## src/rtl/pulse_peak_detector_pkg.sv

```systemverilog
// rtl/pulse_peak_detector_pkg.sv - shared widths, FSM state type and sign-widening helper for the peak detector
package pulse_peak_detector_pkg;

   localparam int SIZE_FILTER_DATA = 16;
   localparam int SIZE_TIME        = 16;
   localparam int SIZE_EVCNT       = 16;

   typedef enum logic [1:0] {IDLE, ARMED, WAIT_LOW, HOLD} peak_state_t;

   // One extra bit so threshold and hysteresis arithmetic never wraps.
   function automatic logic signed [SIZE_FILTER_DATA:0] widen(
      input logic signed [SIZE_FILTER_DATA-1:0] v
   );
      return {v[SIZE_FILTER_DATA-1], v};
   endfunction

endpackage

```

## src/rtl/pulse_peak_detector_peak_tracker.sv

```systemverilog
// rtl/pulse_peak_detector_peak_tracker.sv - per-pulse max/valley/dip/pile-up tracking registers
module pulse_peak_detector_peak_tracker
   import pulse_peak_detector_pkg::*;
#(
   parameter int TIME_W = 16,
   parameter int HYST   = 20
) (
   input  logic                               clk,
   input  logic                               reset,
   input  logic                               clear,
   input  logic                               update,
   input  logic signed [SIZE_FILTER_DATA-1:0] sample,
   input  logic        [TIME_W-1:0]           time_now,
   output logic signed [SIZE_FILTER_DATA-1:0] max_value,
   output logic        [TIME_W-1:0]           max_time,
   output logic                               pileup
);

   localparam logic signed [SIZE_FILTER_DATA:0] HYST_X = (SIZE_FILTER_DATA+1)'(HYST);

   logic signed [SIZE_FILTER_DATA-1:0] valley;
   logic signed [SIZE_FILTER_DATA-1:0] valley_n;
   logic signed [SIZE_FILTER_DATA:0]   s_x;
   logic signed [SIZE_FILTER_DATA:0]   s_max;
   logic                               dip;
   logic                               dip_n;
   logic                               pileup_n;
   logic                               new_max;
   logic                               new_low;

   always_comb begin
      s_x      = widen(sample);
      s_max    = widen(max_value);
      new_max  = s_x > s_max;
      new_low  = s_x < widen(valley);
      // A new maximum restarts the valley search from the new top.
      valley_n = (new_max || new_low) ? sample : valley;
      dip_n    = dip || (s_x <= s_max - HYST_X);
      pileup_n = pileup || (dip_n && (s_x >= widen(valley_n) + HYST_X));
   end

   always_ff @(posedge clk or negedge reset) begin
      if (!reset) begin
         max_value <= '0;
         max_time  <= '0;
         valley    <= '0;
         dip       <= 1'b0;
         pileup    <= 1'b0;
      end else if (clear) begin
         max_value <= sample;
         max_time  <= time_now;
         valley    <= sample;
         dip       <= 1'b0;
         pileup    <= 1'b0;
      end else if (update) begin
         if (new_max) begin
            max_value <= sample;
            max_time  <= time_now;
         end
         valley <= valley_n;
         dip    <= dip_n;
         pileup <= pileup_n;
      end
   end

endmodule

```

## src/rtl/pulse_peak_detector.sv

```systemverilog
// rtl/pulse_peak_detector.sv - per-pulse peak amplitude/time event extractor for a shaped filter stream
module pulse_peak_detector
   import pulse_peak_detector_pkg::*;
#(
   parameter int SIZE_TIME  = pulse_peak_detector_pkg::SIZE_TIME,
   parameter int HYST       = 20,
   parameter int HOLDOFF    = 4,
   parameter int MAX_WIDTH  = 64,
   parameter int SIZE_EVCNT = pulse_peak_detector_pkg::SIZE_EVCNT
) (
   input  logic                               clk,
   input  logic                               reset,
   input  logic signed [SIZE_FILTER_DATA-1:0] input_data,
   input  logic signed [SIZE_FILTER_DATA-1:0] threshold,
   output logic                               peak_valid,
   output logic signed [SIZE_FILTER_DATA-1:0] peak_value,
   output logic        [SIZE_TIME-1:0]        peak_time,
   output logic                               pileup,
   output logic                               overflow,
   output logic        [SIZE_EVCNT-1:0]       event_count
);

   localparam int WW = $clog2(MAX_WIDTH + 1);
   localparam int HW = $clog2(HOLDOFF + 2);

   peak_state_t                        state;
   logic        [SIZE_TIME-1:0]        time_cnt;
   logic        [WW-1:0]               width;
   logic        [HW-1:0]               hold_cnt;
   logic                               above;
   logic                               at_limit;
   logic                               hold_last;
   logic                               emit;
   logic                               trk_clear;
   logic                               trk_update;
   logic signed [SIZE_FILTER_DATA-1:0] trk_max;
   logic        [SIZE_TIME-1:0]        trk_time;
   logic                               trk_pileup;

   always_comb begin
      above      = widen(input_data) >= widen(threshold);
      at_limit   = width == WW'(MAX_WIDTH);
      hold_last  = (int'(hold_cnt) + 1) >= HOLDOFF;
      trk_clear  = (state == IDLE) && above;
      trk_update = (state == ARMED) && above && !at_limit;
      // The terminating sample never reaches the tracker, so it cannot become the peak.
      emit       = (state == ARMED) && (!above || at_limit);
   end

   pulse_peak_detector_peak_tracker #(
      .TIME_W (SIZE_TIME),
      .HYST   (HYST)
   ) u_tracker (
      .clk       (clk),
      .reset     (reset),
      .clear     (trk_clear),
      .update    (trk_update),
      .sample    (input_data),
      .time_now  (time_cnt),
      .max_value (trk_max),
      .max_time  (trk_time),
      .pileup    (trk_pileup)
   );

   always_ff @(posedge clk or negedge reset) begin
      if (!reset) begin
         state       <= IDLE;
         time_cnt    <= '0;
         width       <= '0;
         hold_cnt    <= '0;
         peak_valid  <= 1'b0;
         peak_value  <= '0;
         peak_time   <= '0;
         pileup      <= 1'b0;
         overflow    <= 1'b0;
         event_count <= '0;
      end else begin
         time_cnt   <= time_cnt + SIZE_TIME'(1);
         peak_valid <= emit;
         if (emit) begin
            peak_value <= trk_max;
            peak_time  <= trk_time;
            pileup     <= trk_pileup;
            overflow   <= above;
            if (event_count != '1)
               event_count <= event_count + SIZE_EVCNT'(1);
         end
         case (state)
            IDLE: begin
               if (above) begin
                  state <= ARMED;
                  width <= WW'(1);
               end
            end
            ARMED: begin
               if (!above) begin
                  state    <= HOLD;
                  hold_cnt <= '0;
               end else if (at_limit) begin
                  state <= WAIT_LOW;
               end else begin
                  width <= width + WW'(1);
               end
            end
            WAIT_LOW: begin
               if (!above) begin
                  state    <= HOLD;
                  hold_cnt <= '0;
               end
            end
            HOLD: begin
               if (hold_last)
                  state <= IDLE;
               else
                  hold_cnt <= hold_cnt + HW'(1);
            end
         endcase
      end
   end

endmodule
```

## config.mk

```make
export PLATFORM = sky130hd
export DESIGN_NAME = pulse_peak_detector
export DESIGN_NICKNAME = d
export VERILOG_FILES = /design/src/rtl/pulse_peak_detector_pkg.sv /design/src/rtl/pulse_peak_detector_peak_tracker.sv /design/src/rtl/pulse_peak_detector.sv
export SDC_FILE = /design/constraint.sdc
export NUM_CORES = 1
export LEC_CHECK = 0
export ABC_AREA = 0
export CORE_ASPECT_RATIO = 0.75
export CORE_MARGIN = 4
export CORE_UTILIZATION = 58
export CTS_BUF_LIST = sky130_fd_sc_hd__clkbuf_16
export CTS_CLUSTER_SIZE = 30
export DETAILED_ROUTE_END_ITERATION = 10
export PLACE_DENSITY = 0.81
export SYNTH_ARGS = -nofsm -noshare
export SYNTH_HDL_FRONTEND = slang
export SYNTH_SLANG_ARGS = --single-unit
export TNS_END_PERCENT = 5
```

## constraint.sdc

```tcl
create_clock -name clk -period 6.47 [get_ports clk]
set_clock_uncertainty 0.05 [all_clocks]
set_input_delay 1.294 -clock clk [delete_from_list [all_inputs] [get_ports clk]]
set_output_delay 1.294 -clock clk [all_outputs]
set_load 0.02 [all_outputs]
```

### Word-level counts from Yosys, hierarchy flattened

Index checks and enable logic that the tools add are counted.

* flip-flop bits (word level): 129
* memory bits (writable): 0
* output and inout bits: 51
* memories kept: 0
* input port bits: 34
* ROM bits: 0
* word-level logic and storage cells: 89
* latch bits: 0

* bitwise gates (word level): 0
* equality and inequality tests: 13
* add/sub/neg operators: 7
* multiply operators: 0
* $lt $le $gt $ge: 6
* shifts and indexed selects: 0
* reduce and logical (&&, ||, !) cells: 22
* multiplexer cells: 26
* divide/modulo/power cells: 0

Operators by type and width (number)
* $mux 16: 9
* $add 16x1->16 const B: 2
* $mux 7: 3
* $add 16x6->17 const B: 1
* $ge 16x17->1: 1
* $le 16x17->1: 1
* $sub 16x6->17 const B: 1
* $ge 16x16->1: 1
* $gt 16x16->1: 1
* $lt 16x16->1: 1
* $ne 16x16->1 const B: 1
* $ne 2x2->1 const B: 7
* $pmux 7 s2: 1
* $mux 2: 5
* $pmux 2 s4: 1
* $reduce_and 4->1: 2
* $reduce_bool 2->1: 4
* $add 7x1->7 const B: 1
* $eq 7x7->1 const B: 1
* $mux 3: 2
* $pmux 3 s2: 1
* $logic_and 1x1->1: 5
* $add 3x1->4 const B: 1
* $eq 2x2->1 const B: 2
* other kinds (11): 19

### Depth between registers and ports, before layout

Gate-level depths: netlist of the first run.

* depth after elaboration: 9
* depth in mapped cells: 23
* depth with buffers taken out: 22

### Modules after synthesis

From an unflattened synthesis of the first run, not the netlist that was laid out.

* cells, all modules: 787
* area, all modules: 8459.4 um^2

Modules (own cells, without submodules)
* pulse_peak_detector_peak_tracker: times used 1, area an instance 4410.5 um^2, sequential area each 1251.2 um^2, cells an instance 434
* pulse_peak_detector: times used 1, area an instance 4048.9 um^2, sequential area each 1976.9 um^2, cells an instance 353

### Worst setup path after synthesis of the first run

No wires, ideal clock.

* path type: input-to-reg
* start: in input_data[7]
* end: reg u_tracker.pileup
* path slack: 0.891 ns
* library setup time: 0.128 ns
* required time: 6.292 ns
* buffers on the path: 1
* arrival time: 5.402 ns
* stages: 21
* path through: ha_1 a21oi_1 o21ai_0 a41oi_1 a31oi_4 a221oi_2 buf_2 mux2_2 ha_1 nor2_1 nor2_1 a211oi_1 a21oi_1 ha_1 and3_1 a31oi_1 o21ai_0 a2111oi_0 nor4_1 nor4b_1 o41ai_1

* word-level cells in the longest chain between the ends: 9

Ends and longest elaborated chain
* start, declared: line pulse_peak_detector.sv:13 `input logic signed [SIZE_FILTER_DATA-1:0] input_data,`
* $gt 16x16->1 or $lt 16x16->1 (tied branches): line pulse_peak_detector_peak_tracker.sv:34, pulse_peak_detector_peak_tracker.sv:35
* $logic_or 1x1->1: line pulse_peak_detector_peak_tracker.sv:37 `valley_n = (new_max || new_low) ? sample : valley;`
* $mux 16: line pulse_peak_detector_peak_tracker.sv:37
* $add 16x6->17: line pulse_peak_detector_peak_tracker.sv:39 `pileup_n = pileup || (dip_n && (s_x >= widen(valley_n) + HYST_X));`
* $ge 16x17->1: line pulse_peak_detector_peak_tracker.sv:39
* $logic_and 1x1->1: line pulse_peak_detector_peak_tracker.sv:39
* $logic_or 1x1->1: line pulse_peak_detector_peak_tracker.sv:39
* $mux 1: line pulse_peak_detector_peak_tracker.sv:55 `end else if (update) begin`
* $mux 1: line pulse_peak_detector_peak_tracker.sv:49 `end else if (clear) begin`
* end signal, assigned: line pulse_peak_detector_peak_tracker.sv:62 `pileup <= pileup_n;`
* end, declared: line pulse_peak_detector_peak_tracker.sv:16 `output logic pileup`

Parallel ways exist; a longest one is shown, timed or not. The select of a mux whose other input is x is not followed.
A chain may end at the register's enable or synchronous reset.

### Worst setup path in the final report of the first run

* start: in input_data[13]
* end: reg u_tracker.pileup

The elaborated chain is that of the path after synthesis.

==> results by group, run 1 <==
Floorplanning
  – Die Width: between 100 and 150 um
  – Initial Util: 0.594
  – I/O pin count: 85
  – Row count: 37
  – Total die area: 0.0161 sq mm
  – Die span in y: roughly 110 um
  – Core ar.: 0.0137 sq mm

Routing
  – # DRC: 0
  – Drt pass-1 iters: 6
  – Routed wire length: approximately 21,000 um
  – WL per Instance: roughly 18 um
  – Vias: approximately 6,500
  – Starting DRT DRC Count: roughly 610
  – Routed Antenna Nets: 0
  – Via/cell ratio: ~5.8

Setup path
  – Critical path type: input port to flip-flop
  – Required @ worst endpoint: around 6700 ps
  – Startpoint type of the worst setup path: input port
  – CP Capture Type: flip-flop
  – Worst path arrival time: ~6200 ps
  – Crit-path max FO: 5

CTS
  – Clock sink count: between 100 and 150
  – CTS tree: done
  – Reg clk slew, reported paths: approximately 70 ps
  – Post-cts resize count: 0
  – Clk Latency, worst-skew pair: roughly 420 ps
  – Clock buffer depth: 2
  – H-Tree Level Count: 4
  – CTS Buf Count: 17
  – Post-CTS setup buffer count: 0
  – Root Buffer: clkbuf_16
  – Cts hold-fix bufs: 0

Global routing
  – Largest net degree at the start of global routing: 67
  – Gr usage total: 0.260
  – Global route overflow: 0
  – Antenna violations before repair: 0
  – First-pass GRT wire length: about 34,000 um
  – Vias in the first global route: roughly 6,500

STA
  – Setup ws final: between 500 and 600 ps
  – Minimum clock period: between 5000 and 6000 ps
  – Tcrit/Tclk final: 0.917
  – Max-slew violation count: 0
  – Setup TNS: 0 ps
  – Final setup fails: 0
  – Final hold vios: 0
  – Max Fclk: 168 MHz
  – Worst-margin pin slew: approximately 800 ps
  – Rel. slew slack: 0.455
  – RSZ-0062 raised after global routing: no

Logic synthesis
  – Seq/Total Area, Yosys: 0.395
  – Post-Syn Nets: roughly 950
  – Post-synthesis cell type count: 64
  – Synthesized cell area: 0.00817 sq mm
  – Mapped Cells: 824
  – Mean Syn Cell Area: just under 10 sq um
  – Async SR Flop Fraction: 1.00
  – Yosys warning count: 0
  – Synthesized flop and latch total: between 100 and 150
  – EDFF count, synth: 0
  – Ys flop type: dfrtp_1

Final layout
  – Fillers: around 990
  – Nets: approximately 1,100
  – Fraction of layout cells with a size suffix above 1: 0.128
  – Final Instance Area: 0.00989 sq mm
  – Layout area overhead: 21.0%
  – Antenna diode count: 0
  – Layout Utilization: 0.719

Pwr
  – Worst VDD drop: between 0.3 and 0.4 mV
  – Power Density: roughly 440 mW/mm^2
  – Static leakage: roughly 4.7 nW

Placement
  – I/O Buffers: 84
  – Routability-driven placement congestion ratio: roughly 0.95
  – Placement Cell Area: approximately 0.0093 sq mm
  – Post-DP HPWL: about 15,000 um
  – Dpl ws: 163 ps

Outcome
  – Status: completed

Flow run
  – Max-Cap Viols: 0

Min path
  – Worst min-delay path class: flip-flop to flip-flop
==> cell type report <==
type / count / area [sq um] / area share
repair buffers: 107 / 1010 / 0.102
clock buffers: 17 / 425 / 0.0430
clock inverters: 15 / 168 / 0.0170
multi-input cells: 614 / 4600 / 0.465
flip-flops and latches: 129 / 3230 / 0.326
inverters: 63 / 236 / 0.0239
well taps: 175 / 219 / 0.0221
==> worst max-delay path, stage by stage <==
cell,delay [ps]
clkdlybuf4s50_1,460
ha_1,320
nand4_1,150
nor4_1,510
nand2_1,180
a221oi_2,390
mux2_2,400
ha_1,230
nor2_1,140
nor2_1,120
a211oi_1,250
a21oi_1,110
ha_1,300
and3_1,180
a31oi_1,140
o21ai_0,90
a2111oi_0,410
nor4_1,90
nor4b_1,290
o41ai_1,110
==> synthesized netlist by cell type (6+ instances only) <==
cell type | instances | area, sq um
inv_1 | 63 | 236
mux2_2 | 20 | 225
nand4_1 | 21 | 131
nor2b_1 | 7 | 43.8
mux2_4 | 29 | 435
clkbuf_1 | 6 | 22.5
xor2_1 | 10 | 87.6
dfrtp_1 | 129 | 3230
nand3_1 | 33 | 165
and3_1 | 14 | 87.6
nor2_1 | 35 | 131
nand2_1 | 117 | 439
xnor2_1 | 50 | 438
o21ai_0 | 41 | 205
a21o_1 | 11 | 82.6
ha_1 | 90 | 1130
a21oi_1 | 45 | 225
nor3_1 | 12 | 60.1
nor4_1 | 8 | 50.1
==> routing by layer <==
metal	routed length, um	part of all wire	GRT usage
met5	0	0	0
met3	1150	0.056	0.0458
met2	9390	0.46	0.412
met4	752	0.037	0.112
met1	9290	0.45	0.353
==> power by group <==
group          leakage [nW]  switching (mW)  internal, mW
registers              1.65           0.222          1.04
clock network         0.292           0.416         0.551
logic                  2.80            1.15         0.947
==> through the flow <==
stage | power, mW | hold WS [ps] | instances
global placement | 3.22 | 404 | 1088
CTS | 4.31 | 422 | 1120
floorplan | 2.68 | 389 | 824
global route | 4.61 | 447 | 1120
finish | 4.32 | 418 | 1120
detailed placement | 3.28 | 408 | 1088
==> cells in the final DEF (no fill, tap or decap), types with 5 or more instances in the layout <==
cell / count
a21o_1: 11
a21oi_1: 45
and2_1: 5
and3_1: 14
buf_4: 24
clkbuf_16: 17
clkdlybuf4s50_1: 83
dfrtp_1: 129
ha_1: 90
inv_1: 63
inv_6: 5
inv_8: 5
mux2_2: 20
mux2_4: 29
mux2i_1: 5
nand2_1: 117
nand3_1: 33
nand4_1: 21
nor2_1: 35
nor2b_1: 7
nor3_1: 12
nor4_1: 8
o21ai_0: 41
xnor2_1: 50
xor2_1: 10
==> cells by family after synthesis <==
| logic type | after synthesis | share of synthesized area |
|---|---|---|
| and+or+nand+nor | 270 | 0.158 |
| AOI/OAI and AO/OA | 138 | 0.113 |
| DFF | 129 | 0.395 |
| adders and majority gates | 90 | 0.138 |
| buffers and inverters | 81 | 0.0426 |
| xor gates and xnor gates | 60 | 0.0643 |
| muxes | 56 | 0.0898 |
==> worst paths after layout <==
check / startpoint / end / slack (ps) / depth (start not counted)
max: input_data[13] / u_tracker.pileup / 530 / 20
min reg2reg: u_tracker.max_time[14] / peak_time[14] / 420 / 2
min in group asynchronous: reset / u_tracker.valley[7] / 680 / 1
max reg2reg: u_tracker.max_value[13] / u_tracker.pileup / 1280 / 20
max in group asynchronous: reset / peak_time[2] / 4590 / 2
min: u_tracker.max_time[14] / peak_time[14] / 420 / 2
==> flip-flops by register name, indices dropped and copies added, names as in the netlist <==
register	flops
event_count	16
overflow	1
u_tracker.max_value	16
state	2
hold_cnt	3
peak_valid	1
u_tracker.valley	16
peak_time	16
u_tracker.max_time	16
u_tracker.dip	1
peak_value	16
u_tracker.pileup	1
width	7
time_cnt	16
pileup	1
(Power assumes the default switching activity.)
==> run 2, diff against run 1 <==
--- a/config.mk
+++ b/config.mk
@@ -10,10 +10,9 @@
 export CORE_MARGIN = 4
 export CORE_UTILIZATION = 58
 export CTS_BUF_LIST = sky130_fd_sc_hd__clkbuf_16
-export CTS_CLUSTER_SIZE = 30
 export DETAILED_ROUTE_END_ITERATION = 10
 export PLACE_DENSITY = 0.81
 export SYNTH_ARGS = -nofsm -noshare
 export SYNTH_HDL_FRONTEND = slang
 export SYNTH_SLANG_ARGS = --single-unit
-export TNS_END_PERCENT = 5
+export TNS_END_PERCENT = 1
==> results of run 2 <==
Final layout, timing and power as in run 1 (identical DEF).
==> run 3, diff against run 2 <==
--- a/config.mk
+++ b/config.mk
@@ -8,10 +8,9 @@
 export ABC_AREA = 0
 export CORE_ASPECT_RATIO = 0.75
 export CORE_MARGIN = 4
-export CORE_UTILIZATION = 58
+export CORE_UTILIZATION = 37
 export CTS_BUF_LIST = sky130_fd_sc_hd__clkbuf_16
 export DETAILED_ROUTE_END_ITERATION = 10
-export PLACE_DENSITY = 0.81
 export SYNTH_ARGS = -nofsm -noshare
 export SYNTH_HDL_FRONTEND = slang
 export SYNTH_SLANG_ARGS = --single-unit
==> results by group, run 3 (same netlist as run 1, synthesis figures left out) <==
CTS
  – CTS tree: done (unchanged)
  – H-Tree Level Count: 4 (unchanged)
  – Post-cts resize count: 0 (unchanged)
  – Clock buffer depth: 2 (unchanged)
  – Root Buffer: clkbuf_16 (unchanged)
  – Reg clk slew, reported paths: 70 ps (about the same)
  – Cts hold-fix bufs: 0 (unchanged)
  – CTS Buf Count: 17 (unchanged)
  – Clock sink count: 129 (unchanged)
  – Clk Latency, worst-skew pair: 420 ps (about the same)
  – Post-CTS setup buffer count: 0 (unchanged)

STA
  – Max-slew violation count: 0 (unchanged)
  – Final hold vios: 0 (unchanged)
  – Max Fclk: 163 MHz (was 168 MHz)
  – Tcrit/Tclk final: 0.948 (was 0.917)
  – Worst-margin pin slew: 813 ps (was 818 ps)
  – Final setup fails: 0 (unchanged)
  – Setup TNS: 0 ps (unchanged)
  – Rel. slew slack: 0.458 (was 0.455)
  – Setup ws final: 337 ps (was 535 ps)
  – RSZ-0062 raised after global routing: no (unchanged)
  – Minimum clock period: 6130 ps (was 5940 ps)

Min path
  – Worst min-delay path class: flip-flop to flip-flop (unchanged)

Pwr
  – Sequential share of power: 0.295 (was 0.291)
  – Static leakage: 4.72 nW (was 4.74 nW)
  – Clk network pwr share: 0.222 (was 0.224)
  – Power Density: 423 mW/mm^2 (was 437 mW/mm^2)
  – Worst VDD drop: 0.258 mV (was 0.301 mV)
  – Sw Ratio: 0.405 (was 0.414)
  – Switching power: 1.71 mW (was 1.79 mW)
  – Logic pwr share: 0.483 (was 0.485)
  – Internal: 2.52 mW (was 2.54 mW)

Setup path
  – CP Capture Point: u_tracker.pileup (unchanged)
  – Reg2reg path depth: 20 (unchanged)
  – Critical R2R Launch: u_tracker.max_value[14] (was u_tracker.max_value[13])
  – Required @ worst endpoint: 6720 ps (was 6710 ps)
  – Crit-path max FO: 5 (unchanged)
  – Startpoint type of the worst setup path: input port (unchanged)
  – Setup crit start: input_data[15] (was input_data[13])
  – CP Capture Type: flip-flop (unchanged)
  – FF-to-FF End: u_tracker.pileup (unchanged)
  – Internal reg-to-reg setup slack: 1130 ps (was 1280 ps)
  – Worst path arrival time: 6390 ps (was 6180 ps)
  – Critical path type: input port to flip-flop (unchanged)

Placement
  – I/O Buffers: 84 (unchanged)
  – Dpl ws: 17.5 ps (was 163 ps)
  – Routability-driven placement congestion ratio: 0.849 (was 0.948)
  – Post-DP HPWL: 15,200 um (was 14,500 um)

Floorplanning
  – I/O pin count: 85 (unchanged)
  – Row count: 46 (was 37)
  – Initial Util: 0.382 (was 0.594)
  – Die span in y: 137 um (was 111 um)
  – Core ar.: 0.0214 sq mm (was 0.0137 sq mm)
  – Total die area: 0.0245 sq mm (was 0.0161 sq mm)
  – Die Width: 180 um (was 145 um)

Outcome
  – Status: completed (unchanged)

Final layout
  – Leading cell types in the layout, fill and taps excluded: dfrtp_1, nand2_1, ha_1 (unchanged)
  – Layout area overhead: 22.5% (was 21.0%)
  – Antenna diode count: 0 (unchanged)
  – Nets: 1,055 (was 1,056)
  – Most common cell after layout, fill and taps aside: dfrtp_1 (unchanged)
  – Fraction of layout cells with a size suffix above 1: 0.126 (was 0.128)

Flow run
  – Max-Cap Viols: 0 (unchanged)

Routing
  – Drt pass-1 iters: 5 (was 6)
  – Starting DRT DRC Count: 404 (was 607)
  – Routed Antenna Nets: 0 (unchanged)
  – Via/cell ratio: 5.07 (was 5.83)
  – Vias: 6,243 (was 6,530)
  – # DRC: 0 (unchanged)
  – Routed wire length: 20,000 um (was 20,600 um)
  – WL per Instance: 16.3 um (was 18.4 um)

Global routing
  – Gr usage total: 0.169 (was 0.260)
  – Largest net degree at the start of global routing: 83 (was 67)
  – First-pass GRT wire length: 33,400 um (was 33,800 um)
  – Vias in the first global route: 6,116 (was 6,496)
  – Antenna violations before repair: 0 (unchanged)
  – Global route overflow: 0 (unchanged)
-- run 3: changes by cell type in the layout (fill, tap and decap cells not counted), sizes merged --
cell      change
clkinvlp      +2
clkinv        +1
inv           -3
buf           -1
-- run 3: power by group through the flow --
stage	registers, mW	logic, mW	clock network [mW]
6_report	1.25	2.04	0.940
5_1_grt	1.28	2.29	0.994
4_1_cts	1.24	2.06	0.959
3_5_place_dp	1.25	2.05	0
3_3_place_gp	1.25	2.01	0
2_1_floorplan	1.30	1.38	0
-- run 3: cell type report --
cell class                      count  area (sq um)
Clock buffer                       17           425
Timing Repair Buffer              106          1010
Clock inverter                     15           149
Inverter                           63           236
Tap cell                          288           360
Multi-Input combinational cell    614          4600
Fill cell                        2026         11400
Sequential cell                   129          3230
-- run 3: how the worst min path moves through the flow --
stage / startpoint / endpoint / slack, ps / depth (start not counted)
finish: u_tracker.max_time[12] / peak_time[12] / 420 / 2
global route: time_cnt[15] / time_cnt[15] / 450 / 1
CTS: u_tracker.max_time[12] / peak_time[12] / 420 / 2
detailed placement: u_tracker.max_time[11] / peak_time[11] / 410 / 2
global placement: u_tracker.max_time[12] / peak_time[12] / 400 / 2
floorplan: u_tracker.pileup / pileup / 390 / 2
-- run 3: per-stage QoR --
stage,utilization,hold slack [ps],instances,total power [mW],cell area (sq um)
after floorplan,-,389,824,2.68,8170
after global placement,0.441,403,1200,3.27,9430
after detailed placement,0.441,406,1200,3.30,9430
after CTS,0.467,424,1232,4.26,10000
after global routing,0.467,450,1232,4.56,10000
final,0.467,423,1232,4.23,10000
-- run 3: per-layer routing --
| metal | vias to the layer above | global-route usage | part of all wire |
|---|---|---|---|
| met5 | - | 0 | 0 |
| met4 | 0 | 0.0491 | 0.017 |
| met3 | 21 | 0.0337 | 0.038 |
| met2 | 109 | 0.253 | 0.43 |
| met1 | 3001 | 0.248 | 0.51 |
| li1 | 3112 | - | - |
-- run 3: worst max-delay path: stages --
cell and delay, ps:
clkdlybuf4s50_1 430, ha_1 330, nand4_1 160, nor4_1 560, nand2_1 170, a221oi_2 400, mux2_2 400, ha_1 240
nor2_1 140, nor2_1 130, nor4_1 280, a21oi_1 70, ha_1 300, and3_1 180, a31oi_1 160, o21ai_0 110
a2111oi_0 490, nor4_1 90, nor4b_1 340, o41ai_1 110
